[src/rtl/j0_tag_fifo_pkg.sv]
// Shared widths, word-field positions and helpers for the J0 tag receiver.
package j0_tag_fifo_pkg;

    localparam int J0_ETAG_W    = 3;
    localparam int J0_STAG_W    = 2;
    localparam int EVNUM_W      = 15;
    localparam int LOST_W       = 16;
    localparam int WORD_W       = 32;

    localparam int MISMATCH_BIT = 31;
    localparam int EVNUM_LSB    = 16;
    localparam int STAG_LSB     = 3;
    localparam int ETAG_LSB     = 0;

    function automatic logic [J0_ETAG_W-1:0] etag_next(
        input logic [J0_ETAG_W-1:0] e
    );
        return e + 1'b1;
    endfunction

    function automatic logic [WORD_W-1:0] pack_word(
        input logic                 mm,
        input logic [EVNUM_W-1:0]   ev,
        input logic [J0_STAG_W-1:0] stag,
        input logic [J0_ETAG_W-1:0] etag
    );
        logic [WORD_W-1:0] w;
        w = '0;
        w[MISMATCH_BIT]                 = mm;
        w[EVNUM_LSB +: EVNUM_W]         = ev;
        w[STAG_LSB +: J0_STAG_W]        = stag;
        w[ETAG_LSB +: J0_ETAG_W]        = etag;
        return w;
    endfunction

endpackage

[src/rtl/tag_fifo_mem.sv]
// DEPTH x 32 register file: synchronous write, registered show-ahead read
// with write-through when the written slot is the next head.
module tag_fifo_mem
    import j0_tag_fifo_pkg::*;
#(
    parameter int DEPTH = 16,
    parameter int AW    = 4
) (
    input  logic              i_clk,
    input  logic              i_rst_n,
    input  logic              i_we,
    input  logic [AW-1:0]     i_waddr,
    input  logic [WORD_W-1:0] i_wdata,
    input  logic              i_re,
    input  logic [AW-1:0]     i_raddr,
    output logic [WORD_W-1:0] o_q
);

    logic [WORD_W-1:0] r_mem [DEPTH];
    logic [WORD_W-1:0] r_q;

    always_ff @(posedge i_clk) begin
        if (i_we) begin
            r_mem[i_waddr] <= i_wdata;
        end
    end

    always_ff @(posedge i_clk or negedge i_rst_n) begin
        if (!i_rst_n) begin
            r_q <= '0;
        end else if (i_re) begin
            if (i_we && (i_waddr == i_raddr)) begin
                r_q <= i_wdata;
            end else begin
                r_q <= r_mem[i_raddr];
            end
        end
    end

    assign o_q = r_q;

endmodule

[src/rtl/j0_tag_fifo.sv]
// J0 trigger/tag slave: synchronises triggers, stamps tags with an event
// number and consistency flag, buffers them and drives BUSY_J0 back.
module j0_tag_fifo
    import j0_tag_fifo_pkg::*;
#(
    parameter int DEPTH = 16,
    parameter int AW    = 4,
    parameter int AFULL = 12
) (
    input  logic                 SYSCLK,
    input  logic                 RSTB,
    input  logic                 TRIG_J0,
    input  logic [J0_STAG_W-1:0] STAG_J0,
    input  logic [J0_ETAG_W-1:0] ETAG_J0,
    input  logic                 BUSY_LOCAL,
    input  logic                 CLR,
    input  logic                 RD_POP,
    output logic [WORD_W-1:0]    DOUT,
    output logic                 EMPTY,
    output logic                 FULL,
    output logic [AW:0]          COUNT,
    output logic [LOST_W-1:0]    LOST,
    output logic                 BUSY_J0
);

    localparam logic [AW:0] L_DEPTH = (AW+1)'(DEPTH);
    localparam logic [AW:0] L_AFULL = (AW+1)'(AFULL);

    logic                 r_sync1;
    logic                 r_sync2;
    logic                 r_edge;
    logic [AW-1:0]        r_rd_ptr;
    logic [AW-1:0]        r_wr_ptr;
    logic [AW:0]          r_cnt;
    logic                 r_empty;
    logic                 r_full;
    logic [LOST_W-1:0]    r_lost;
    logic [EVNUM_W-1:0]   r_evnum;
    logic [J0_ETAG_W-1:0] r_prev_etag;
    logic                 r_first;
    logic                 r_busy_n;
    logic                 r_run;

    logic                 w_push_req;
    logic                 w_pop;
    logic                 w_acc;
    logic                 w_drop;
    logic                 w_mm;
    logic [WORD_W-1:0]    w_word;
    logic [AW:0]          w_cnt_nxt;
    logic [AW-1:0]        w_rd_nxt;
    logic [AW-1:0]        w_wr_nxt;
    logic                 w_re;

    always_ff @(posedge SYSCLK or negedge RSTB) begin
        if (!RSTB) begin
            r_sync1 <= 1'b0;
            r_sync2 <= 1'b0;
            r_edge  <= 1'b0;
        end else begin
            r_sync1 <= TRIG_J0;
            r_sync2 <= r_sync1;
            r_edge  <= r_sync2;
        end
    end

    assign w_push_req = r_sync2 & ~r_edge;

    // A full FIFO is never empty, so a coincident pop always frees a slot.
    assign w_pop  = RD_POP & ~r_empty & ~CLR;
    assign w_acc  = w_push_req & ~CLR & (~r_full | RD_POP);
    assign w_drop = w_push_req & ~CLR & ~w_acc;

    assign w_mm   = ~r_first & (ETAG_J0 != etag_next(r_prev_etag));
    assign w_word = pack_word(w_mm, r_evnum, STAG_J0, ETAG_J0);

    always_comb begin
        w_cnt_nxt = r_cnt;
        w_rd_nxt  = r_rd_ptr;
        w_wr_nxt  = r_wr_ptr;
        if (CLR) begin
            w_cnt_nxt = '0;
            w_rd_nxt  = '0;
            w_wr_nxt  = '0;
        end else begin
            if (w_pop) begin
                w_rd_nxt = r_rd_ptr + 1'b1;
            end
            if (w_acc) begin
                w_wr_nxt = r_wr_ptr + 1'b1;
            end
            if (w_acc && !w_pop) begin
                w_cnt_nxt = r_cnt + 1'b1;
            end else if (w_pop && !w_acc) begin
                w_cnt_nxt = r_cnt - 1'b1;
            end
        end
    end

    assign w_re = (w_cnt_nxt != '0);

    always_ff @(posedge SYSCLK or negedge RSTB) begin
        if (!RSTB) begin
            r_rd_ptr <= '0;
            r_wr_ptr <= '0;
            r_cnt    <= '0;
            r_empty  <= 1'b1;
            r_full   <= 1'b0;
        end else begin
            r_rd_ptr <= w_rd_nxt;
            r_wr_ptr <= w_wr_nxt;
            r_cnt    <= w_cnt_nxt;
            r_empty  <= (w_cnt_nxt == '0);
            r_full   <= (w_cnt_nxt == L_DEPTH);
        end
    end

    always_ff @(posedge SYSCLK or negedge RSTB) begin
        if (!RSTB) begin
            r_lost      <= '0;
            r_evnum     <= '0;
            r_prev_etag <= '0;
            r_first     <= 1'b1;
        end else if (CLR) begin
            r_lost      <= '0;
            r_evnum     <= '0;
            r_first     <= 1'b1;
        end else begin
            if (w_acc) begin
                r_evnum     <= r_evnum + 1'b1;
                r_prev_etag <= ETAG_J0;
                r_first     <= 1'b0;
            end
            if (w_drop && (r_lost != {LOST_W{1'b1}})) begin
                r_lost <= r_lost + 1'b1;
            end
        end
    end

    // r_run keeps busy asserted through the first edge after reset release.
    always_ff @(posedge SYSCLK or negedge RSTB) begin
        if (!RSTB) begin
            r_run    <= 1'b0;
            r_busy_n <= 1'b0;
        end else begin
            r_run    <= 1'b1;
            r_busy_n <= ~(BUSY_LOCAL | (w_cnt_nxt >= L_AFULL) | CLR | ~r_run);
        end
    end

    tag_fifo_mem #(
        .DEPTH (DEPTH),
        .AW    (AW)
    ) u_mem (
        .i_clk   (SYSCLK),
        .i_rst_n (RSTB),
        .i_we    (w_acc),
        .i_waddr (r_wr_ptr),
        .i_wdata (w_word),
        .i_re    (w_re),
        .i_raddr (w_rd_nxt),
        .o_q     (DOUT)
    );

    assign EMPTY   = r_empty;
    assign FULL    = r_full;
    assign COUNT   = r_cnt;
    assign LOST    = r_lost;
    assign BUSY_J0 = r_busy_n;

endmodule

[config.mk]
export PLATFORM = sky130hd
export DESIGN_NAME = j0_tag_fifo
export DESIGN_NICKNAME = d
export VERILOG_FILES = /design/src/rtl/j0_tag_fifo_pkg.sv /design/src/rtl/tag_fifo_mem.sv /design/src/rtl/j0_tag_fifo.sv
export SDC_FILE = /design/constraint.sdc
export NUM_CORES = 1
export LEC_CHECK = 0
export CORE_AREA = 2 2 238 240
export CTS_BUF_LIST = sky130_fd_sc_hd__clkbuf_4
export DETAILED_ROUTE_END_ITERATION = 8
export DIE_AREA = 0 0 240 242
export PLACE_DENSITY = 0.48
export SYNTH_ARGS = -nofsm -noshare
export SYNTH_HDL_FRONTEND = slang
export SYNTH_SLANG_ARGS = --single-unit
[constraint.sdc]
create_clock -name SYSCLK -period 4.7 [get_ports SYSCLK]
set_input_delay 0.705 -clock SYSCLK [delete_from_list [all_inputs] [get_ports SYSCLK]]
set_output_delay 0.705 -clock SYSCLK [all_outputs]
set_load 0.01 [all_outputs]
== Word-level counts from Yosys, hierarchy flattened ==
Memories as Yosys holds them, arrays and structs flattened. A register that Yosys moved wholly into a read port is not among the register bits.
Cells that the tools add are included.
Cells by class
  add/subtract/negate cells: 7
  $lt $le $gt $ge: 1
  equality and inequality tests: 4
  mux-type cells: 16
  bitwise operators: 19
  reductions and logical operators: 12
Operator list (count)
  $mux W16: 2
  $mux W32: 1
  $mux W15: 2
  $add A16 B1 Y16 const B: 1
  $mux W4: 4
  $ne A16 B16 Y1 const B: 1
  $add A15 B1 Y15 const B: 1
  $mux W5: 3
  $add A4 B1 Y4 const B: 2
  $not A1 Y1: 8
  $and A1 B1 Y1: 7
  $add A5 B1 Y5 const B: 1
  $eq A5 B5 Y1 const B: 1
  $ge A5 B4 Y1 const B: 1
  $logic_not A5 Y1: 1
  $reduce_bool A5 Y1: 1
  $sub A5 B1 Y5 const B: 1
  $eq A4 B4 Y1: 1
  $logic_and A1 B1 Y1: 4
  $mux W1: 4
  $or A1 B1 Y1: 4
  $reduce_bool A2 Y1: 2
  $add A3 B1 Y3 const B: 1
  $logic_not A1 Y1: 3
  2 further kinds: 2
Word-level totals
  flip-flop bits (word level): 87
  memory bits (writable): 336
  input bits: 11
  output and inout port bits: 56
  word-level logic and storage cells: 75
  memories: 1
Memory list
  u_mem.r_mem: words 16, width 21, read ports 1, clocked after Yosys merged registers in 1, write ports 1, line tag_fifo_mem.sv:19  | logic [WORD_W-1:0] r_mem [DEPTH];

== Depth between registers and ports, before layout ==
  depth in word-level cells: 14
  gate-level depth with buffers: 11
  gate-level depth less buffers: 9

== Cells and area by module ==
From an unflattened synthesis, not the netlist that was laid out.
Second synthesis, totals
  cell total of the unflattened synthesis: 1343
  area, all modules: 24223.2 um^2
Modules (own cells, without submodules)
  tag_fifo_mem: instances 1, cells each 1062, area each 21509.4 um^2, sequential area each 16175.5 um^2
  j0_tag_fifo: instances 1, cells each 281, area each 2713.9 um^2, sequential area each 1378.8 um^2

== Worst setup path after synthesis ==
Ideal clock, no wire load.
  kind: input to register
  start point: input port CLR
  end point: memory u_mem.r_mem[0][0] (netlist name) (enable)
  setup time: 0.425 ns
  data arrival time: 3.399 ns
  data required time: 4.275 ns
  slack: 0.876 ns
  stages: 7
  path buffers: 3
  path through: buf_6 nor3b_4 and2_1 clkbuf_1 clkbuf_1 nand2_1 nor3_1
Between the ends
  word-level cells in the longest chain between the ends: 5
RTL lines
  start: declaration: line j0_tag_fifo.sv:16  | input logic CLR,
  $not A1 Y1 (no source line)
  $and A1 B1 Y1 (2 in series): line j0_tag_fifo.sv:71  | assign w_acc = w_push_req & ~CLR & (~r_full | RD_POP);
  $mux W1: line tag_fifo_mem.sv:23  | if (i_we) begin
  $mux W1 (implied by the code): line tag_fifo_mem.sv:24  | r_mem[i_waddr] <= i_wdata;
  end: declaration: line tag_fifo_mem.sv:19
Every way passes these cells.

== Final worst setup path ==
  start point: register r_empty, in the netlist EMPTY
  end point: register u_mem.r_q[29], in the netlist u_mem.o_q[29], read port of u_mem.r_mem
Between the ends
  word-level cells in the longest chain between the ends: 8
  elaborated cells on any way between the ends: 12
  those cells by class: 5 x mux; 3 x bitwise; 4 x reduce/logical
RTL lines
  start: declaration: line j0_tag_fifo.sv:35  | logic r_empty;
  start signal: assignment: line j0_tag_fifo.sv:113  | r_empty <= (w_cnt_nxt == '0);
  $not A1 Y1 *: line j0_tag_fifo.sv:70  | assign w_pop = RD_POP & ~r_empty & ~CLR;
  $and A1 B1 Y1 * (2 in series): line j0_tag_fifo.sv:70
  $logic_and A1 B1 Y1 or $logic_not A1 Y1 (tied branches): line j0_tag_fifo.sv:94, j0_tag_fifo.sv:92
  $mux W5 or $logic_and A1 B1 Y1 (tied branches): line j0_tag_fifo.sv:94, j0_tag_fifo.sv:92
  $mux W5: line j0_tag_fifo.sv:92  | if (w_acc && !w_pop) begin
  $mux W5: line j0_tag_fifo.sv:81  | if (CLR) begin
  $reduce_bool A5 Y1: line j0_tag_fifo.sv:100  | assign w_re = (w_cnt_nxt != '0);
  end: declaration: line tag_fifo_mem.sv:20  | logic [WORD_W-1:0] r_q;
Mark *: on every way between the ends. The rest lies on a longest branch, timed or not.
A chain may end at the register's enable or synchronous reset.

==> impl_metrics.ini <==
[logic_synthesis]
synthMostInstantiatedCell = edfxtp_1
syn_inst = 923
yosys.area.top_type_share = 0.611
ys_types = 47
async_flop_share = 0.184
synthFlopType = edfxtp_1
synth.yosys.seq_area_share = 0.726
synth_edf_count = 336
synth_area_leaders = edfxtp_1, mux4_2, dfrtp_1
synth.cells.most_frequent = edfxtp_1, mux4_2, dfrtp_1
ys_warn_count = 0
yosys.area.top_type = edfxtp_1
avgSynthCellArea_sq_um = 17.9
syn-cell-area_sq_mm = 0.0165
synth-seq-cells = 412

[drt]
drt-pass1-iter-count = 5
antenna_left = 0
drc = 0
drtIter0Drc = 604
vias = 8990
routed_wl_um = 39200
wl_per_cell_um = 20.5
viasPerCell = 4.70

[cells_and_area]
fillers = 5405
final_util = 0.349
nets = 1091
drive_above_1_share = 0.283
synthToLayoutAreaGrowth_pct = 17.9

[critical_path]
ff2ff_setup_slack_ns = 1.44
cp-startpoint = EMPTY$_DFF_PN1_
r2r-start = EMPTY$_DFF_PN1_
cp_max_fo = 43
critPathLaunchType = register
critPathKind = reg2reg
timing.critical_path.buf_inv = 0
slowest_delay_ns = 0.98
cp_data_arrival_time_ns = 3.94
required_ns = 5.38
crit_chain = nand2b_1, and3_1, a41o_1, xor2_1, o41a_2, o21ai_0, o22a_1
crit_family = compound AO/OA/AOI/OAI gates
slowest_stage = o41a_2
end_kind = register

[sta]
rsz0062_at_grt = false
finalSetupViolations = 0
min_period_over_period = 0.694
period_minus_slack_ns = 3.26
drv_slew = 0
fin_skew_ns = 0.0497
hold_violations = 0
setup_tns_ns = 0
fmax_mhz = 307
tightest_slew_ns = 1.16
slew_headroom = 0.230

[placement]
place_congestion = 0.723
dpl.hpwl_um = 22600
io_buffers = 55

[floorplan]
die_x_um = 240
die_y_um = 242
die_area_sq_mm = 0.0581
rows = 87
core_area_sq_mm = 0.0557
start_util = 0.296
pin_count = 67

[cts]
clk_path_buf_depth = 3
clk_pin_slew_worst_paths_ns = 0.06
cts_tree = built
cts_resized = 0
cts-root-buf = clkbuf_4
htreeDepth = 3
cts_made_buffers = 105
clkLatencyLatePin_ns = 0.79
clock_sinks = 412

[power]
switchingPower_mw = 2.11
power.share.sequential = 0.505
leakage_nw = 6.95
vdd.ir_drop.worst_uv = 262
powerDensity_mw_per_mm2 = 426
swShare = 0.255
intPower_mw = 6.18
power_frac_comb = 0.135
p_clk_frac = 0.361

[run_status]
outcome = completed

[global_route]
antenna_found_initial = 1
grt_usage = 0.139
grt_start_max_net_pins = 54
grt_first_pass_wirelength_um = 59600
grt_overflow = 0
grt_pass1_vias = 9519

[hold_path]
worstHoldStart = r_sync1$_DFF_PN0_
min_path_type = reg2reg

[job]
maxCapViolCount = 0
==> per-stage QoR <==
stage               total power, mW  cell area [sq um]  hold slack, ns  cells  worst slack (ns)
global placement               5.40              18100           0.333   1718             0.695
finish                         8.29              19500           0.348   1913              1.44
global route                   8.73              19500           0.316   1913              1.07
floorplan                      4.97              16600           0.331    933             0.876
CTS                            8.44              19500           0.245   1912              1.37
detailed placement             5.40              18100           0.336   1718             0.693
==> layout by cell type (no fill, tap or decap), types with 3 or more instances in the layout <==
cell type	n
clkbuf_4	156
clkdlybuf4s50_1	53
mux4_2	84
nand2b_1	4
conb_1	12
or3_1	6
nand2_1	60
nor2_1	50
ha_1	10
mux2i_1	4
nand4_1	9
inv_2	3
inv_1	8
and4_1	5
clkinv_2	8
xor2_1	23
a21oi_1	9
o21ai_0	31
and3_1	6
buf_4	24
nor3_2	5
edfxtp_1	336
and2_1	5
xnor2_1	14
clkinv_1	25
a31oi_1	21
buf_12	9
nor3_1	4
dfrtp_1	74
nand3_1	7
nor2_2	23
a22o_1	40
==> per-layer routing <==
layer / routed length [um] / global-route usage / part of all wire / vias up
li1: - / - / - / 3982
met1: 17600 / 0.190 / 0.45 / 4680
met2: 18600 / 0.219 / 0.48 / 260
met3: 2070 / 0.0277 / 0.053 / 68
met4: 872 / 0.0522 / 0.022 / 0
met5: 0 / 0 / 0 / -
==> flip-flops by register name (all words and copies together), names as in the netlist <==
| register | flops |
|---|---|
| BUSY_J0 | 1 |
| r_edge | 1 |
| r_run | 1 |
| r_evnum | 15 |
| EMPTY | 1 |
| COUNT | 5 |
| r_sync2 | 1 |
| r_first | 1 |
| r_prev_etag | 3 |
| u_mem.o_q | 21 |
| LOST | 16 |
| r_rd_ptr | 4 |
| u_mem.r_mem | 336 |
| r_sync1 | 1 |
| FULL | 1 |
| r_wr_ptr | 4 |
==> what timing repair did <==
item | in CTS | in global routing
endpoints found under the hold margin | 46 | 0
buffers inserted | 0 | 0
hold buffers | 1 | 0
==> cell type report <==
type,instances,area [sq um],share of cell area
repair buffers,88,906,0.0465
well taps,756,946,0.0486
flip-flops and latches,412,12000,0.616
clock inverters,37,175,0.00900
diodes,1,2.50,0.000129
inverters,8,30.0,0.00154
clock buffers,156,1170,0.0602
multi-input cells,455,4240,0.218
==> power groups by stage <==
stage               registers (mW)  clock network (mW)  logic [mW]
floorplan                     4.26                   0       0.707
global placement              4.27                   0        1.13
detailed placement            4.27                   0        1.14
CTS                           4.19                3.11        1.14
global route                  4.20                3.30        1.22
finish                        4.18                2.99        1.11
==> final timing paths <==
path                                             end  depth (start not counted)
setup / recovery           u_mem.o_q[29]$_DFFE_PN0N_                          7
hold / removal                     r_sync2$_DFF_PN0_                          0
setup reg to reg           u_mem.o_q[29]$_DFFE_PN0N_                          7
hold reg to reg                    r_sync2$_DFF_PN0_                          0
max in group asynchronous   u_mem.o_q[0]$_DFFE_PN0N_                          3
min in group asynchronous        LOST[1]$_DFFE_PN0P_                          2
==> logic make-up after synthesis <==
family          after synthesis  share of synthesized area
simple gates                194                     0.0557
xor+xnor                     37                     0.0196
mux                          89                      0.118
flops                       412                      0.726
fa+ha+maj                    10                    0.00758
compound gates              113                     0.0484
other cells                   2                   0.000455
buf+inv                      66                     0.0242
No activity file was read; power rests on OpenSTA's default activity.
==> edit: new RTL, same flow settings <==
`DEPTH` is set to 16 in 2 places; all go to 32.
--- a/src/rtl/tag_fifo_mem.sv
+++ b/src/rtl/tag_fifo_mem.sv
@@ -3,7 +3,7 @@
 module tag_fifo_mem
     import j0_tag_fifo_pkg::*;
 #(
-    parameter int DEPTH = 16,
+    parameter int DEPTH = 32,
     parameter int AW    = 4
 ) (
     input  logic              i_clk,
--- a/src/rtl/j0_tag_fifo.sv
+++ b/src/rtl/j0_tag_fifo.sv
@@ -3,7 +3,7 @@
 module j0_tag_fifo
     import j0_tag_fifo_pkg::*;
 #(
-    parameter int DEPTH = 16,
+    parameter int DEPTH = 32,
     parameter int AW    = 4,
     parameter int AFULL = 12
 ) (
Check against the original RTL: not equivalent (Yosys sat finds a counterexample within 4 cycles, from zero or initial values and one cycle with RSTB low).
==> edit against the unedited design <==
Synthesized area is 0.61% lower; power is 7.5% higher; setup slack better by 230 ps; sequential cell count did not move; wire length increased by 7.6%; design area increased by 0.39%; die area is the same; clock power up 13%; final cell count rose by 1.3%; largest cell class unchanged.
==> edit: results (changes against the unedited design) <==
DRT-WIRELENGTH-PER-CELL_UM=21.8  # +6.3%
GRT_START_MAX_NET_PINS=86  # +59%
CLOCK_SKEW_PS=54.7  # +4.99 ps
NUMPORTBUFFERS=55  # unchanged
NUMBER_OF_BUFFERS_ADDED_BY_THE_CLOCK_TREE_SYNTHESIS_STEP=109  # +3.8%
NUM_VIAS=9035  # +0.50%
CTS.ROOT.BUFFER_CELL='sky130_fd_sc_hd__clkbuf_4'
DETAILEDROUTE.FIRSTITERATIONVIOLATIONS=589  # -2.5%
LARGEST_REGISTER_FF_COUNT=336  # unchanged
LARGEST_REGISTER='u_mem.r_mem'
WORST_SLEW_MARGIN_REL=0.453  # +0.223
FILLER_CELL_COUNT=5465  # +1.1%
LEAKAGEPOWER_nW=6.71  # -3.5%
WORST-PATH-MAX-FANOUT=38  # -12%
CTS_SETUP_BUFFERS=0  # unchanged
SYNTH.YOSYS.WARNINGS=0  # unchanged
IR_DROP_uV=198  # -24%
YS_SEQ_AREA_FRAC=0.731  # +0.00449
CLOCK_INSERTION_DELAY_WORST_SKEW_PS=840  # +50 ps
PLACEMENT.CELL_AREA_UM2=18000  # -0.59%
WORST_EP_ARRIVAL_TIME_PS=3770  # -170 ps
GRT_PASS1_VIAS=9640  # +1.3%
HTREE_NUM_LEVELS=3  # unchanged
DETAILED_PLACE_HPWL_UM=22200  # -1.8%
ASYNCSETRESETFLOPFRACSYNTH=0.184  # unchanged
PWR_DENSITY_CELL_nW_PER_UM2=456  # +7.1%
RUN_STATUS='finished clean'
SYNTH.AREA.TOP_CELLS='sky130_fd_sc_hd__edfxtp_1 61%, sky130_fd_sc_hd__mux4_2 12%, sky130_fd_sc_hd__dfrtp_1 11%'
GRT_PASS1_WL_UM=63200  # +6.1%
POST-PLACE-WS_PS=907  # +215 ps
SYNTHTOPCELLSBYCOUNT='336 x sky130_fd_sc_hd__edfxtp_1, 84 x sky130_fd_sc_hd__mux4_2, 74 x sky130_fd_sc_hd__dfrtp_1, 74 x sky130_fd_sc_hd__nor2_1, 70 x sky130_fd_sc_hd__nand2_1'
CLKTRANSATPATHREGS_PS=60  # about the same
EDFF_COUNT_SYNTH=336  # unchanged
CLOCK_TREE.BUFFER_DEPTH=3  # unchanged
FIN_NETS=1109  # +1.6%
YS_DOMINANT_REG_CELL='sky130_fd_sc_hd__edfxtp_1'
HOLD_CLASS='input port to flip-flop'
GRT.TOTAL_USAGE=0.150  # +0.0106
SYNTH.DISTINCT_CELLS=47  # unchanged
PLACE_CONGESTION=0.705  # -2.4%
FINAL_LAYOUT_SIZE_SUFFIX_GT1_FRAC=0.275  # -0.00830
GRT_ANTENNA_BEFORE_REPAIR=1  # unchanged
FIRST_PASS_ITERS=5  # unchanged
[edit: cell types whose count changed after synthesis, sizes merged, moves of 10 or more]
cell / unedited run / this run
a22oi: 2 / 44
a22o: 40 / 1
a21oi: 10 / 46
a31oi: 22 / 1
o21ai: 31 / 11
nand2: 60 / 70
[edit: worst paths after layout]
path	depth (start not counted)	startpoint	slack, ps	to
worst max-delay path	8	EMPTY	1670	u_mem.o_q[0]
worst min-delay path	1	TRIG_J0	310	r_sync1
worst max register to register	8	EMPTY	1670	u_mem.o_q[0]
worst min register to register	0	r_sync1	350	r_sync2
max in group asynchronous	3	RSTB	3210	r_prev_etag[2]
min in group asynchronous	2	RSTB	440	LOST[14]
[edit: timing repair]
action | in CTS | in global routing
hold endpoints to repair | 38 | 0
hold buffers | 1 | 0
resized for setup | 0 | 0
[edit: cell families after synthesis]
logic type	count (synthesis)	synth area share
xor+xnor	36	0.0192
compound gates	110	0.0424
flops	412	0.731
mux	89	0.119
fa+ha+maj	10	0.00762
buf+inv	63	0.0197
simple gates	215	0.0611
other cells	2	0.000458
[edit: power by group]
part / total (mW) / internal [mW] / switching, mW
Combinational: 1.32 / 0.629 / 0.689
Clock: 3.39 / 1.89 / 1.49
Sequential: 4.21 / 4.07 / 0.136
Total: 8.91 / 6.60 / 2.32
[edit: layer usage]
metal | track usage | routed length (µm) | vias up
li1 | - | - | 4031
met1 | 0.194 | 18300 | 4682
met2 | 0.246 | 21000 | 256
met3 | 0.0303 | 1890 | 66
met4 | 0.0590 | 895 | 0
met5 | 0 | 0 | -
[edit: area by class of cell]
type,instances,area share
multi-input combinational,472,0.216
clock buffer,167,0.0642
clock inverter,36,0.0144
inverter,6,0.00115
antenna,1,0.000128
sequential,412,0.614
timing repair buffer,87,0.0415
tap,756,0.0484
[edit: critical path: stages (launching register included)]
cell	delay, ps
sky130_fd_sc_hd__dfstp_2	560
sky130_fd_sc_hd__and2b_1	270
sky130_fd_sc_hd__mux2_8	580
sky130_fd_sc_hd__buf_12	390
sky130_fd_sc_hd__mux4_2	560
sky130_fd_sc_hd__a22oi_1	310
sky130_fd_sc_hd__nand2_1	90
sky130_fd_sc_hd__nand2_1	80
sky130_fd_sc_hd__a21oi_1	60
[edit: per-stage QoR]
stage / power (mW) / instances
floorplan: 5.06 / 947
global placement: 5.62 / 1732
detailed placement: 5.63 / 1732
CTS: 9.07 / 1936
global route: 9.38 / 1937
finish: 8.91 / 1937
